## src/rtl/rename_register_file_pkg.sv

```systemverilog
// Shared constants and types for the rename register file slice.
// Holds the default RoB tag width and the architectural register geometry.
package rename_register_file_pkg;

  localparam int ROB_WIDTH_BIT = 4;
  localparam int REG_COUNT     = 32;
  localparam int REG_ID_BIT    = 5;
  localparam int DATA_BIT      = 32;

  typedef logic [DATA_BIT-1:0]   word_t;
  typedef logic [REG_ID_BIT-1:0] reg_id_t;

endpackage

```

## src/rtl/rename_register_file_operand_resolver.sv

```systemverilog
// Resolves one source operand to a value or to a pending RoB producer tag.
// Priority: x0, idle register, same-cycle commit bypass, RoB result, still pending.
module operand_resolver
  import rename_register_file_pkg::*;
#(
  parameter int ROB_SIZE_BIT = ROB_WIDTH_BIT
) (
  input  logic [REG_ID_BIT-1:0]   reg_id_i,
  input  logic [DATA_BIT-1:0]     value_i,
  input  logic                    busy_i,
  input  logic [ROB_SIZE_BIT-1:0] tag_i,
  input  logic [REG_ID_BIT-1:0]   commit_id_i,
  input  logic [ROB_SIZE_BIT-1:0] commit_tag_i,
  input  logic [DATA_BIT-1:0]     commit_val_i,
  input  logic                    rob_ready_i,
  input  logic [DATA_BIT-1:0]     rob_value_i,
  output logic [DATA_BIT-1:0]     val_o,
  output logic                    has_dep_o,
  output logic [ROB_SIZE_BIT-1:0] dep_o
);

  always_comb begin
    val_o     = '0;
    has_dep_o = 1'b0;
    dep_o     = '0;
    if (reg_id_i == '0) begin
      val_o = '0;
    end else if (!busy_i) begin
      val_o = value_i;
    end else if ((commit_id_i == reg_id_i) && (commit_tag_i == tag_i)) begin
      val_o = commit_val_i;
    end else if (rob_ready_i) begin
      val_o = rob_value_i;
    end else begin
      has_dep_o = 1'b1;
      dep_o     = tag_i;
    end
  end

endmodule

```

## src/rtl/rename_register_file.sv

```systemverilog
// Architectural register file with rename state (busy + producer tag) per register.
// Two combinational read ports resolve operands; commit/dep updates land on the next edge.
module rename_register_file
  import rename_register_file_pkg::*;
#(
  parameter int ROB_SIZE_BIT = ROB_WIDTH_BIT
) (
  input  logic                    clk_in,
  input  logic                    rst_in,
  input  logic                    rdy_in,
  input  logic                    clear,
  input  logic [REG_ID_BIT-1:0]   set_reg_id,
  input  logic [DATA_BIT-1:0]     set_val,
  input  logic [ROB_SIZE_BIT-1:0] set_reg_on_rob_id,
  input  logic [REG_ID_BIT-1:0]   set_dep_reg_id,
  input  logic [ROB_SIZE_BIT-1:0] set_dep_rob_id,
  input  logic [REG_ID_BIT-1:0]   get_id1,
  input  logic [REG_ID_BIT-1:0]   get_id2,
  output logic [DATA_BIT-1:0]     val1,
  output logic [DATA_BIT-1:0]     val2,
  output logic                    has_dep1,
  output logic                    has_dep2,
  output logic [ROB_SIZE_BIT-1:0] dep1,
  output logic [ROB_SIZE_BIT-1:0] dep2,
  output logic [ROB_SIZE_BIT-1:0] get_rob_id1,
  output logic [ROB_SIZE_BIT-1:0] get_rob_id2,
  input  logic                    rob_value1_ready,
  input  logic                    rob_value2_ready,
  input  logic [DATA_BIT-1:0]     rob_value1,
  input  logic [DATA_BIT-1:0]     rob_value2
);

  logic [DATA_BIT-1:0]     value_arr [REG_COUNT];
  logic                    busy_arr  [REG_COUNT];
  logic [ROB_SIZE_BIT-1:0] tag_arr   [REG_COUNT];

  genvar gi;
  generate
    for (gi = 0; gi < REG_COUNT; gi++) begin : g_reg
      if (gi == 0) begin : g_zero
        // x0 is hardwired: never written, never renamed.
        assign value_arr[gi] = '0;
        assign busy_arr[gi]  = 1'b0;
        assign tag_arr[gi]   = '0;
      end else begin : g_live
        logic [DATA_BIT-1:0]     value_q, value_d;
        logic                    busy_q,  busy_d;
        logic [ROB_SIZE_BIT-1:0] tag_q,   tag_d;
        logic                    commit_hit, dep_hit;

        assign commit_hit = (set_reg_id == REG_ID_BIT'(gi));
        assign dep_hit    = (set_dep_reg_id == REG_ID_BIT'(gi));

        always_comb begin
          value_d = value_q;
          busy_d  = busy_q;
          tag_d   = tag_q;
          if (clear) begin
            busy_d = 1'b0;
          end else begin
            if (commit_hit) begin
              value_d = set_val;
              if (busy_q && (tag_q == set_reg_on_rob_id)) begin
                busy_d = 1'b0;
              end
            end
            // A new producer overrides any release from the same-cycle commit.
            if (dep_hit) begin
              busy_d = 1'b1;
              tag_d  = set_dep_rob_id;
            end
          end
        end

        always_ff @(posedge clk_in or posedge rst_in) begin
          if (rst_in) begin
            value_q <= '0;
            busy_q  <= 1'b0;
            tag_q   <= '0;
          end else if (rdy_in) begin
            value_q <= value_d;
            busy_q  <= busy_d;
            tag_q   <= tag_d;
          end
        end

        assign value_arr[gi] = value_q;
        assign busy_arr[gi]  = busy_q;
        assign tag_arr[gi]   = tag_q;
      end
    end
  endgenerate

  assign get_rob_id1 = tag_arr[get_id1];
  assign get_rob_id2 = tag_arr[get_id2];

  operand_resolver #(.ROB_SIZE_BIT(ROB_SIZE_BIT)) u_res1 (
    .reg_id_i     (get_id1),
    .value_i      (value_arr[get_id1]),
    .busy_i       (busy_arr[get_id1]),
    .tag_i        (tag_arr[get_id1]),
    .commit_id_i  (set_reg_id),
    .commit_tag_i (set_reg_on_rob_id),
    .commit_val_i (set_val),
    .rob_ready_i  (rob_value1_ready),
    .rob_value_i  (rob_value1),
    .val_o        (val1),
    .has_dep_o    (has_dep1),
    .dep_o        (dep1)
  );

  operand_resolver #(.ROB_SIZE_BIT(ROB_SIZE_BIT)) u_res2 (
    .reg_id_i     (get_id2),
    .value_i      (value_arr[get_id2]),
    .busy_i       (busy_arr[get_id2]),
    .tag_i        (tag_arr[get_id2]),
    .commit_id_i  (set_reg_id),
    .commit_tag_i (set_reg_on_rob_id),
    .commit_val_i (set_val),
    .rob_ready_i  (rob_value2_ready),
    .rob_value_i  (rob_value2),
    .val_o        (val2),
    .has_dep_o    (has_dep2),
    .dep_o        (dep2)
  );

endmodule

```

## config.mk

```make
export PLATFORM = sky130hd
export DESIGN_NAME = rename_register_file
export DESIGN_NICKNAME = d
export VERILOG_FILES = /design/src/rtl/rename_register_file_pkg.sv /design/src/rtl/rename_register_file_operand_resolver.sv /design/src/rtl/rename_register_file.sv
export SDC_FILE = /design/constraint.sdc
export NUM_CORES = 2
export LEC_CHECK = 0
export CAP_MARGIN = 20
export CORE_ASPECT_RATIO = 1.75
export CORE_UTILIZATION = 40
export CTS_BUF_LIST = sky130_fd_sc_hd__clkbuf_8
export DETAILED_ROUTE_END_ITERATION = 16
export SLEW_MARGIN = 20
export SYNTH_ARGS = -nofsm -noshare
export SYNTH_HDL_FRONTEND = slang
export SYNTH_HIERARCHICAL = 1
export SYNTH_SLANG_ARGS = --single-unit
export TNS_END_PERCENT = 1
```

## constraint.sdc

```tcl
create_clock -name clk_in -period 82.6 [get_ports clk_in]
set_input_delay 16.52 -clock clk_in [delete_from_list [all_inputs] [get_ports clk_in]]
set_output_delay 16.52 -clock clk_in [all_outputs]
set_load 0.01 [all_outputs]
```

==> impl_metrics.yaml <==
hold_path:
  min-delay-start: "g_reg[12].g_live.busy_q$_DFFE_PP0P_"
  hold_path.class: "reg2reg"
  hold_depth: 1
  hold-path-endpoint: "g_reg[12].g_live.busy_q$_DFFE_PP0P_"
logic_synthesis:
  synth-seq-cells: 1147
  synth_top_area_cell: "dfrtp_1"
  synth-async-reset-ratio: 1.00
  synth_area_um2: 65500
  syn-mean-instance-area_um2: 13.4
  seq_area_frac_synth: 0.438
  ys.flop_type: "dfrtp_1"
  synth_top_area_frac: 0.438
  synth_edf_count: 0
  ys_types: 49
  synthCells: 4893
  syn-num-nets: 5023
  synth.area.top_cells: "dfrtp_1 (44%), mux2_2 (20%), mux4_2 (15%), mux2i_1 (3.4%), a22o_1 (2.1%)"
  yosysWarnings: 6
final_layout:
  area_delta_synth_final_pct: 11.3
  design_area_um2: 72900
  layout-drive-gt1-share: 0.417
  nets: 5007
  layout_common_cells: "dfrtp_1 (1147), mux2_2 (1143), mux4_2 (444)"
  final_common_cell: "dfrtp_1"
drt:
  dr.pass1.iters: 6
  drt-total-wl_um: 236000
  drc: 0
  viasPerCell: 6.45
  ant_nets: 0
  drt_iter0_markers: 4256
  via_count: 46400
  wire_per_inst_um: 32.7
floorplan:
  start_util: 0.402
  die_h_um: 537
  die_x_um: 308
  die_area_um2: 165000
  io_pins: 212
  core-area_um2: 163000
  rows: 196
pwr:
  p_per_area_nw_per_um2: 20.8
  total_leakage_power_nw: 32.0
  power.total_w: 0.00151
  vdd_ir_drop_max_mv: 0.0152
critical_path:
  cp_max_fo: 81
  r2r_setup_slack_ns: 81.02
  slowest_stage: "buf_4"
  worstPathRequired_ns: 66.08
  worstRegToRegCells: 5
  rr_startpoint: "g_reg[23].g_live.tag_q[3]$_DFFE_PP0P_"
  r2r-end: "g_reg[23].g_live.busy_q$_DFFE_PP0P_"
  crit_arrival_ns: 22.01
  path_cells: "buf_8 -> buf_4 -> mux4_2 -> a22o_1 -> o21ai_0 -> o21ai_0 -> xnor2_1 -> nand4_1 -> buf_4 -> o311ai_0 -> a31oi_1 -> clkdlybuf4s50_1"
  start_kind: "input pin"
  crit_family: "buffers and inverters"
  path_buf_inv: 4
  critPathCaptureType: "output port"
  crit_type: "in2out"
  critPathMaxStageDelay_ns: 0.82
grt:
  grt-ovfl-total: 0
  grt_max_degree: 176
  grt_pass1_vias: 49100
  antenna_found_initial: 4
  grt_pass1_wl_um: 344000
  grt_util_all_layers: 0.285
timing:
  finalCritPeriodShare: 0.467
  slew_headroom: 0.177
  finalSetupViolations: 0
  fin_skew_ns: 0.0100
  worst_pin_slew_ns: 1.24
  period_needed_ns: 38.53
  max_freq_mhz: 26.0
  final-max-slew-violation-count: 0
  rsz0062_at_grt: "false"
  tns_ns: 0
  finalHoldViolCount: 0
clocking:
  cts_resized: 0
  cts_tree: "yes"
  clk_path_buf_depth: 4
  cts_setup_buffers: 0
  cts.sinks: 1147
  clk_latency_ns: 0.89
  h-tree-depth: 4
  path_clk_slew_ns: 0.06
  cts_buffers: 185
  cts_root_buf: "clkbuf_8"
  cts_hold_buf: 0
placed_design:
  routabilityCongestion: 0.912
  hpwl_um: 135000
  placed_area_um2: 69100
  port_buffers: 211
run_status:
  status: "completed"
job:
  drv_cap: 0
[area by class of cell]
class | instances | area [µm²]
flip-flops and latches | 1147 | 28700
fillers | 14800 | 89900
repair buffers | 333 | 3040
diodes | 6 | 15.0
well taps | 2178 | 2730
clock buffers | 238 | 3280
multi-input cells | 3208 | 34600
inverters | 2 | 15.0
clock inverters | 91 | 497
[kinds of logic after synthesis]
logic type / after synthesis / share of synthesized area
DFF: 1147 / 0.438
AOI/OAI and AO/OA: 783 / 0.0814
xor gates and xnor gates: 142 / 0.0190
muxes: 1856 / 0.391
buffers and inverters: 538 / 0.0376
and+or+nand+nor: 427 / 0.0328
[per-layer routing]
metal  GRT usage  vias to the layer above  wire length [µm]
met4       0.152                        2             13200
li1            -                    18800                 -
met5           0                        -                13
met3      0.0500                      683             16500
met2       0.479                     2214            116000
met1       0.349                    24700             89700
[metrics by stage]
step	utilization	hold slack, ns	setup slack (ns)	std cells
floorplan	-	0.462	33.78	4893
global placement	0.424	0.488	44.20	6866
detailed placement	0.424	0.500	44.15	6867
CTS	0.448	0.514	44.13	7196
global route	0.448	0.533	43.82	7200
finish	0.448	0.511	44.07	7203
[state kept, by name, indices dropped and copies added (netlist names)]
signal and flops:
g.g_live.busy_q 31, g.g_live.value_q 992, g.g_live.tag_q 124
[report_power, final]
part	switching, W	internal, W
logic	0.000147	0.000161
clock network	0.000241	0.000268
registers	0.0000608	0.000635
total	0.000449	0.00106
[synth_stat cells (14+ instances only)]
cell,count
o21ai_0,254
mux4_2,444
xor2_1,73
buf_4,39
dfrtp_1,1147
nor3_1,15
xnor2_1,69
o311ai_1,60
mux2_1,47
o31ai_1,74
mux2_2,1143
nor4_1,14
clkbuf_1,265
a22o_1,154
buf_1,34
nand2_1,122
buf_2,189
nor2_1,125
nand4_1,76
mux2i_1,222
a22oi_1,74
o22ai_1,74
a31oi_1,72
[worst max path at each step]
stage / end / start / cells after the start / slack, ns
2_1_floorplan: g_reg[10].g_live.busy_q$_DFFE_PP0P_ / rst_in / 1 / 33.78
3_3_place_gp: val1[31] / get_id1[0] / 12 / 44.20
3_5_place_dp: val1[0] / get_id1[0] / 12 / 44.15
4_1_cts: val1[0] / get_id1[0] / 12 / 44.13
5_1_grt: val1[31] / get_id1[0] / 12 / 43.82
6_report: val2[0] / get_id2[0] / 12 / 44.07
Note: power is estimated with default switching activity, not from simulation.
